`src/rtl/uart_pkg.sv`:
```
// Shared definitions for the UART receive path: parity modes, receiver FSM states
// and the oversampling divider calculation.
package uart_pkg;

    localparam int unsigned PAR_NONE = 0;
    localparam int unsigned PAR_ODD  = 1;
    localparam int unsigned PAR_EVEN = 2;

    typedef enum logic [2:0] {
        S_IDLE,
        S_START,
        S_DATA,
        S_PARITY,
        S_STOP
    } rx_state_e;

    // Clocks per oversampling tick, never below one.
    function automatic int unsigned calc_div(input int unsigned clk_hz,
                                             input int unsigned baud,
                                             input int unsigned os);
        int unsigned d;
        d = clk_hz / (baud * os);
        return (d == 0) ? 32'd1 : d;
    endfunction

endpackage

```
`src/rtl/sync_fifo.sv`:
```
// Single-clock FIFO with occupancy count; DEPTH must be a power of two >= 2.
// Simultaneous push and pop are both honoured, even when full.
module sync_fifo #(
    parameter int unsigned WIDTH = 8,
    parameter int unsigned DEPTH = 32
) (
    input  logic                     clk,
    input  logic                     reset,
    input  logic                     push,
    input  logic                     pop,
    input  logic [WIDTH-1:0]         din,
    output logic                     full,
    output logic                     empty,
    output logic [$clog2(DEPTH):0]   count,
    output logic [WIDTH-1:0]         dout
);

    localparam int unsigned AW = $clog2(DEPTH);

    logic [WIDTH-1:0] mem_q [DEPTH];
    logic [AW-1:0]    wr_ptr_q, rd_ptr_q;
    logic [AW:0]      count_q, count_d;
    logic             do_push, do_pop;

    assign full    = (count_q == (AW+1)'(DEPTH));
    assign empty   = (count_q == '0);
    assign do_pop  = pop && !empty;
    assign do_push = push && (!full || pop);
    assign count   = count_q;
    // Head word reads as zero while empty so the output is defined out of reset.
    assign dout    = empty ? '0 : mem_q[rd_ptr_q];

    always_comb begin
        count_d = count_q;
        case ({do_push, do_pop})
            2'b10:   count_d = count_q + 1'b1;
            2'b01:   count_d = count_q - 1'b1;
            default: count_d = count_q;
        endcase
    end

    always_ff @(posedge clk or posedge reset) begin
        if (reset) begin
            wr_ptr_q <= '0;
            rd_ptr_q <= '0;
            count_q  <= '0;
        end else begin
            if (do_push) wr_ptr_q <= wr_ptr_q + 1'b1;
            if (do_pop)  rd_ptr_q <= rd_ptr_q + 1'b1;
            count_q <= count_d;
        end
    end

    always_ff @(posedge clk) begin
        if (do_push) mem_q[wr_ptr_q] <= din;
    end

endmodule

```
`src/rtl/uart_rx_fifo.sv`:
```
// Parametrised UART receiver with self-generated oversampling tick, majority-voted
// mid-bit sampling, parity/framing checks and a buffered valid/ready output stream.
module uart_rx_fifo
    import uart_pkg::*;
#(
    parameter int unsigned CLK_HZ     = 100000000,
    parameter int unsigned BAUD       = 115200,
    parameter int unsigned OVERSAMPLE = 16,
    parameter int unsigned DATA_BITS  = 8,
    parameter int unsigned PARITY     = 0,
    parameter int unsigned STOP_BITS  = 1,
    parameter int unsigned FIFO_DEPTH = 32
) (
    input  logic                          clk,
    input  logic                          reset,
    input  logic                          rx_data,
    output logic [DATA_BITS-1:0]          m_data,
    output logic                          m_valid,
    input  logic                          m_ready,
    output logic [$clog2(FIFO_DEPTH):0]   fifo_count,
    output logic                          frame_err,
    output logic                          parity_err,
    output logic                          overrun,
    output logic                          rx_busy
);

    localparam int unsigned DIV   = calc_div(CLK_HZ, BAUD, OVERSAMPLE);
    localparam int unsigned DIV_W = (DIV > 1) ? $clog2(DIV) : 1;
    localparam int unsigned PH_W  = $clog2(OVERSAMPLE);
    localparam int unsigned MID   = OVERSAMPLE / 2;
    localparam int unsigned CNT_W = 4;

    logic                 rx_meta_q, rx_sync_q;
    logic [DIV_W-1:0]     div_q;
    logic                 tick, mid_tick, maj, stop_low;
    logic [PH_W-1:0]      phase_q, phase_d;
    rx_state_e            state_q, state_d;
    logic                 armed_q, armed_d;
    logic [1:0]           samp_q, samp_d;
    logic [DATA_BITS-1:0] shift_q, shift_d;
    logic [CNT_W-1:0]     bit_cnt_q, bit_cnt_d;
    logic                 par_bad_q, par_bad_d;
    logic                 stop_bad_q, stop_bad_d;
    logic                 frame_err_q, frame_err_d;
    logic                 parity_err_q, parity_err_d;
    logic                 overrun_q, overrun_d;
    logic                 fifo_push, fifo_pop, fifo_full, fifo_empty;

    assign tick     = (div_q == DIV_W'(DIV - 1));
    assign mid_tick = tick && (phase_q == PH_W'(MID + 1));
    // Third vote is the live synchronised value at the last sample tick.
    assign maj      = (samp_q[0] & samp_q[1]) | (samp_q[0] & rx_sync_q)
                    | (samp_q[1] & rx_sync_q);
    assign stop_low = stop_bad_q | ~maj;

    assign m_valid    = ~fifo_empty;
    assign fifo_pop   = m_valid && m_ready;
    assign rx_busy    = (state_q != S_IDLE);
    assign frame_err  = frame_err_q;
    assign parity_err = parity_err_q;
    assign overrun    = overrun_q;

    always_comb begin
        state_d      = state_q;
        phase_d      = phase_q;
        armed_d      = armed_q | rx_sync_q;
        samp_d       = samp_q;
        shift_d      = shift_q;
        bit_cnt_d    = bit_cnt_q;
        par_bad_d    = par_bad_q;
        stop_bad_d   = stop_bad_q;
        frame_err_d  = 1'b0;
        parity_err_d = 1'b0;
        overrun_d    = 1'b0;
        fifo_push    = 1'b0;

        if (tick) begin
            phase_d = (phase_q == PH_W'(OVERSAMPLE - 1)) ? '0 : phase_q + 1'b1;
            if (phase_q == PH_W'(MID - 1)) samp_d[0] = rx_sync_q;
            if (phase_q == PH_W'(MID))     samp_d[1] = rx_sync_q;
        end

        case (state_q)
            S_IDLE: begin
                if (armed_q && !rx_sync_q) begin
                    phase_d = '0;
                    state_d = S_START;
                end
            end
            S_START: begin
                if (mid_tick) begin
                    if (maj) begin
                        state_d = S_IDLE;
                    end else begin
                        state_d    = S_DATA;
                        bit_cnt_d  = '0;
                        par_bad_d  = 1'b0;
                        stop_bad_d = 1'b0;
                    end
                end
            end
            S_DATA: begin
                if (mid_tick) begin
                    shift_d = {maj, shift_q[DATA_BITS-1:1]};
                    if (bit_cnt_q == CNT_W'(DATA_BITS - 1)) begin
                        bit_cnt_d = '0;
                        state_d   = (PARITY != PAR_NONE) ? S_PARITY : S_STOP;
                    end else begin
                        bit_cnt_d = bit_cnt_q + 1'b1;
                    end
                end
            end
            S_PARITY: begin
                if (mid_tick) begin
                    par_bad_d = ((^shift_q) ^ maj) != (PARITY == PAR_ODD);
                    state_d   = S_STOP;
                end
            end
            S_STOP: begin
                if (mid_tick) begin
                    if (bit_cnt_q == CNT_W'(STOP_BITS - 1)) begin
                        state_d = S_IDLE;
                        if (stop_low) begin
                            frame_err_d = 1'b1;
                            armed_d     = 1'b0;
                        end else if (par_bad_q) begin
                            parity_err_d = 1'b1;
                        end else if (fifo_full && !fifo_pop) begin
                            overrun_d = 1'b1;
                        end else begin
                            fifo_push = 1'b1;
                        end
                    end else begin
                        bit_cnt_d  = bit_cnt_q + 1'b1;
                        stop_bad_d = stop_low;
                    end
                end
            end
            default: state_d = S_IDLE;
        endcase
    end

    always_ff @(posedge clk or posedge reset) begin
        if (reset) begin
            rx_meta_q    <= 1'b1;
            rx_sync_q    <= 1'b1;
            div_q        <= '0;
            phase_q      <= '0;
            state_q      <= S_IDLE;
            armed_q      <= 1'b0;
            samp_q       <= '0;
            shift_q      <= '1;
            bit_cnt_q    <= '0;
            par_bad_q    <= 1'b0;
            stop_bad_q   <= 1'b0;
            frame_err_q  <= 1'b0;
            parity_err_q <= 1'b0;
            overrun_q    <= 1'b0;
        end else begin
            rx_meta_q    <= rx_data;
            rx_sync_q    <= rx_meta_q;
            div_q        <= tick ? '0 : div_q + 1'b1;
            phase_q      <= phase_d;
            state_q      <= state_d;
            armed_q      <= armed_d;
            samp_q       <= samp_d;
            shift_q      <= shift_d;
            bit_cnt_q    <= bit_cnt_d;
            par_bad_q    <= par_bad_d;
            stop_bad_q   <= stop_bad_d;
            frame_err_q  <= frame_err_d;
            parity_err_q <= parity_err_d;
            overrun_q    <= overrun_d;
        end
    end

    sync_fifo #(
        .WIDTH (DATA_BITS),
        .DEPTH (FIFO_DEPTH)
    ) u_fifo (
        .clk   (clk),
        .reset (reset),
        .push  (fifo_push),
        .pop   (fifo_pop),
        .din   (shift_q),
        .full  (fifo_full),
        .empty (fifo_empty),
        .count (fifo_count),
        .dout  (m_data)
    );

endmodule

```
`config.mk`:
```
export PLATFORM = sky130hd
export DESIGN_NAME = uart_rx_fifo
export DESIGN_NICKNAME = d
export VERILOG_FILES = /design/src/rtl/uart_pkg.sv /design/src/rtl/sync_fifo.sv /design/src/rtl/uart_rx_fifo.sv
export SDC_FILE = /design/constraint.sdc
export NUM_CORES = 1
export LEC_CHECK = 0
export CAP_MARGIN = 20
export CORE_MARGIN = 2
export CORE_UTILIZATION = 50
export CTS_CLUSTER_DIAMETER = 40
export DETAILED_ROUTE_END_ITERATION = 6
export DONT_BUFFER_PORTS = 1
export PLACE_DENSITY = 0.62
export SLEW_MARGIN = 20
export SYNTH_ARGS = -nofsm -noshare
export SYNTH_HDL_FRONTEND = slang
export SYNTH_SLANG_ARGS = --single-unit
```
`constraint.sdc`:
```
create_clock -name clk -period 7.65 [get_ports clk]
set_clock_uncertainty 0.15 [all_clocks]
set_input_delay 1.1475 -clock clk [delete_from_list [all_inputs] [get_ports clk]]
set_output_delay 1.1475 -clock clk [all_outputs]
set_load 0.03 [all_outputs]
```
==> metrics.txt <==
run status finished clean; Max VDD drop around 230 µV; largest family of logic cells by synthesized area multiplexers; ANT nets after route 0; die extent in y around 160 µm; antenna violations before repair 1; Area Growth Syn to Fin 12.4%; TNS Setup 0 ns; Vias around 6700; Data required, critical path approximately 6.4 ns; Comb power frac between 10% and 20%; count of hold-fix buffers inserted at cts 0; final net count approximately 760; crit-path max FO 48; Port Buf Inserts 0; Post-route DRC 0; Slowest-stage cell, CP dfrtp_4; XOR/XNOR Fraction of Synth Area just under 2%; I/O Pins 23; Synth area leaders edfxtp_1, mux4_2, dfrtp_1; FFs w/ async S/R, synth around 17%; Initial DRC Count a little under 600; Fin. Hold Viols 0; Max Cap Viol 0; syn_nets between 700 and 800; most common cell in the netlist edfxtp_1; Mean Syn Cell Area around 17 µm²; Switching Fraction between 20 and 30%; worst-margin pin slew about 1.1 ns; CTS H-tree depth 2; PD cells approximately 310 nW/µm²; Setup Viol. Count Final 0; CP peak stage delay between 1 and 1.5 ns; fin cells 1104; dpl cells 1034; min Tclk post-route between 4 and 5 ns; Fill cells 1922; Routed met1 length about 11 mm; mux share of post-synthesis cell area about an eighth; TritonCTS clock tree done; Core ar. between 20000 and 30000 µm²; total gr overflow 0; Antenna Cells 0; reg2reg setup slack 3.51 ns; clock buffer depth 3; Core Rows 58; register clock-pin slew on the reported worst setup and hold paths ~0.05 ns; static leakage 5.38 nW; simple-gate share of the synthesized area between 6 and 7%; Crit path arrival time approximately 3.6 ns; CTS Buf Count 39; sequential power share a little under half; synthesized cell area roughly 13000 µm²; crit start category register; cells resized by post-CTS repair 0; Synth Area in Adders 1.56%; leading area contributor after synthesis edfxtp_1; top cells by instance count after synthesis edfxtp_1, nor2_1, mux4_2; Tcrit/Tclk final 64.6%; Seq cells post-synth ~300; worst path cell trace buf_4, mux4_2, a2111oi_0, a211oi_2; die footprint 26600 µm²; Root Buffer clkbuf_16; sw power about 0.0012 W; Synth Area in Compound Gates ~4.6%; CP endpoint kind primary output; Avg Vias per Cell slightly above 6; WL final about 26 mm; drt pass-1 iters 5; share of cells above drive strength 1 18.5%; Largest delay share family, worst path flip-flops; Routed WL per cell between 20 and 25 µm; register area share after synthesis 70.9%; Die W roughly 160 µm; Starting Density 50.6%; Setup Buffers After CTS 0; top sig layer met5; crit path buf inv count 1; Placer Congestion about 0.80; Yosys cell types 60; WL met2 about 13 mm; largest net degree at the start of global routing 52; Warnings, synthesis 0; # clock sinks between 300 and 400; vias in the first global route a little under 7000; Setup CP Type reg2out; clock insertion delay at the later pin of the skew report roughly 0.52 ns; post-DP HPWL between 15 and 20 mm; HP Class reg2reg; share of the synthesized area in the top cell type 60.7%; Clk pwr share about 41%; WHS between 0.2 and 0.25 ns; f_max 0.202 GHz; met3 wire len roughly 1.8 mm; Internal approximately 0.0032 W; Worst slew margin between 20% and 30%; Post-synth top flop edfxtp_1; RSZ-0062 raised after global routing false; Max Slew Vio Count 0; all-layer global routing usage about a fifth; first-pass GRT wire length a little over 40 mm; Post-synth EDFFs between 200 and 300; Gate Count Post-Synth around 730
==> metrics by stage <==
step	util (%)	setup WS [ns]	area [µm²]	total power, W
6_report	56.9	2.71	14200	0.00437
3_5_place_dp	51.7	3.10	12900	0.00263
4_1_cts	56.8	2.55	14200	0.00440
2_1_floorplan	-	3.92	12700	0.00249
3_3_place_gp	51.7	3.07	12900	0.00261
5_1_grt	56.9	2.41	14200	0.00452
==> cell families (layout without fill, tap and decap cells) <==
kind of cell	Yosys count	count (layout)
compound gates	86	86
xor+xnor	28	28
fa+ha+maj	16	16
buf+inv	50	90
flops	307	307
mux	98	98
simple gates	149	149
==> area by class of cell <==
cell class / count / area [µm²] / area share, %
inverters: 14 / 52.6 / 0.369
multi-input cells: 377 / 3470 / 24.4
well taps: 330 / 413 / 2.90
clock inverters: 21 / 243 / 1.71
flip-flops and latches: 307 / 8980 / 63.1
clock buffers: 49 / 1030 / 7.27
repair buffers: 6 / 42.5 / 0.299
==> registers in the layout, indices dropped and copies added, names as in the netlist, 2 cells and up <==
signal,count
div_q,6
bit_cnt_q,4
u_fifo.wr_ptr_q,5
u_fifo.count,6
phase_q,4
samp_q,2
u_fifo.mem_q,256
shift_q,8
state_q,3
u_fifo.rd_ptr_q,5
==> worst reg2reg max path: cells and delay by family, from the launching register on <==
family	cells	cell delay, ns
AND/OR/NAND/NOR	6	2.48
flip-flops	1	0.56
adder cells (fa/ha/maj)	1	0.49
AO/OA/AOI/OAI	1	0.22
XOR/XNOR	1	0.16
==> cells in the final DEF, fill, tap and decap left out, types with 6 or more instances in the layout <==
master	count
o221ai_1	7
xor2_1	9
nand3b_1	6
clkbuf_1	9
a22o_1	7
mux4_2	48
inv_1	10
xnor2_1	19
clkbuf_16	40
nand2_1	23
mux2_1	11
o22ai_1	10
nor2_1	56
nand3_1	9
mux2i_1	38
a22oi_1	7
a2111oi_0	7
edfxtp_1	256
a211oi_1	6
dfstp_2	10
a21oi_1	16
ha_1	15
o21ai_1	8
dfrtp_1	40
nor3_1	7
nand2b_1	8
==> path summary, 6_finish.rpt <==
check | depth (start not counted) | start | to
worst min-delay path | 0 | rx_meta_q$_DFF_PP1_ | rx_sync_q$_DFF_PP1_
worst min register to register | 0 | rx_meta_q$_DFF_PP1_ | rx_sync_q$_DFF_PP1_
min in group asynchronous | 2 | reset | bit_cnt_q[0]$_DFFE_PP0P_
worst max-delay path | 4 | u_fifo.rd_ptr_q[0]$_DFFE_PP0P_ | m_data[3]
max in group asynchronous | 2 | reset | u_fifo.rd_ptr_q[0]$_DFFE_PP0P_
worst max register to register | 9 | u_fifo.count[1]$_DFFE_PP0P_ | u_fifo.count[5]$_DFFE_PP0P_
==> power groups by stage <==
stage / registers (W) / clock network (W) / logic, W
after floorplan: 0.00192 / 0 / 0.000572
after global routing: 0.00203 / 0.00188 / 0.000613
after global placement: 0.00204 / 0 / 0.000562
after CTS: 0.00202 / 0.00180 / 0.000578
final: 0.00201 / 0.00178 / 0.000576
after detailed placement: 0.00205 / 0 / 0.000576
==> per-layer routing <==
layer	global-route usage, %	up-vias
met2	33.2	240
met4	5.91	2
met1	27.9	3438
met3	5.38	55
li1	-	2934
met5	0	-
No activity file was read; power rests on OpenSTA's default activity.
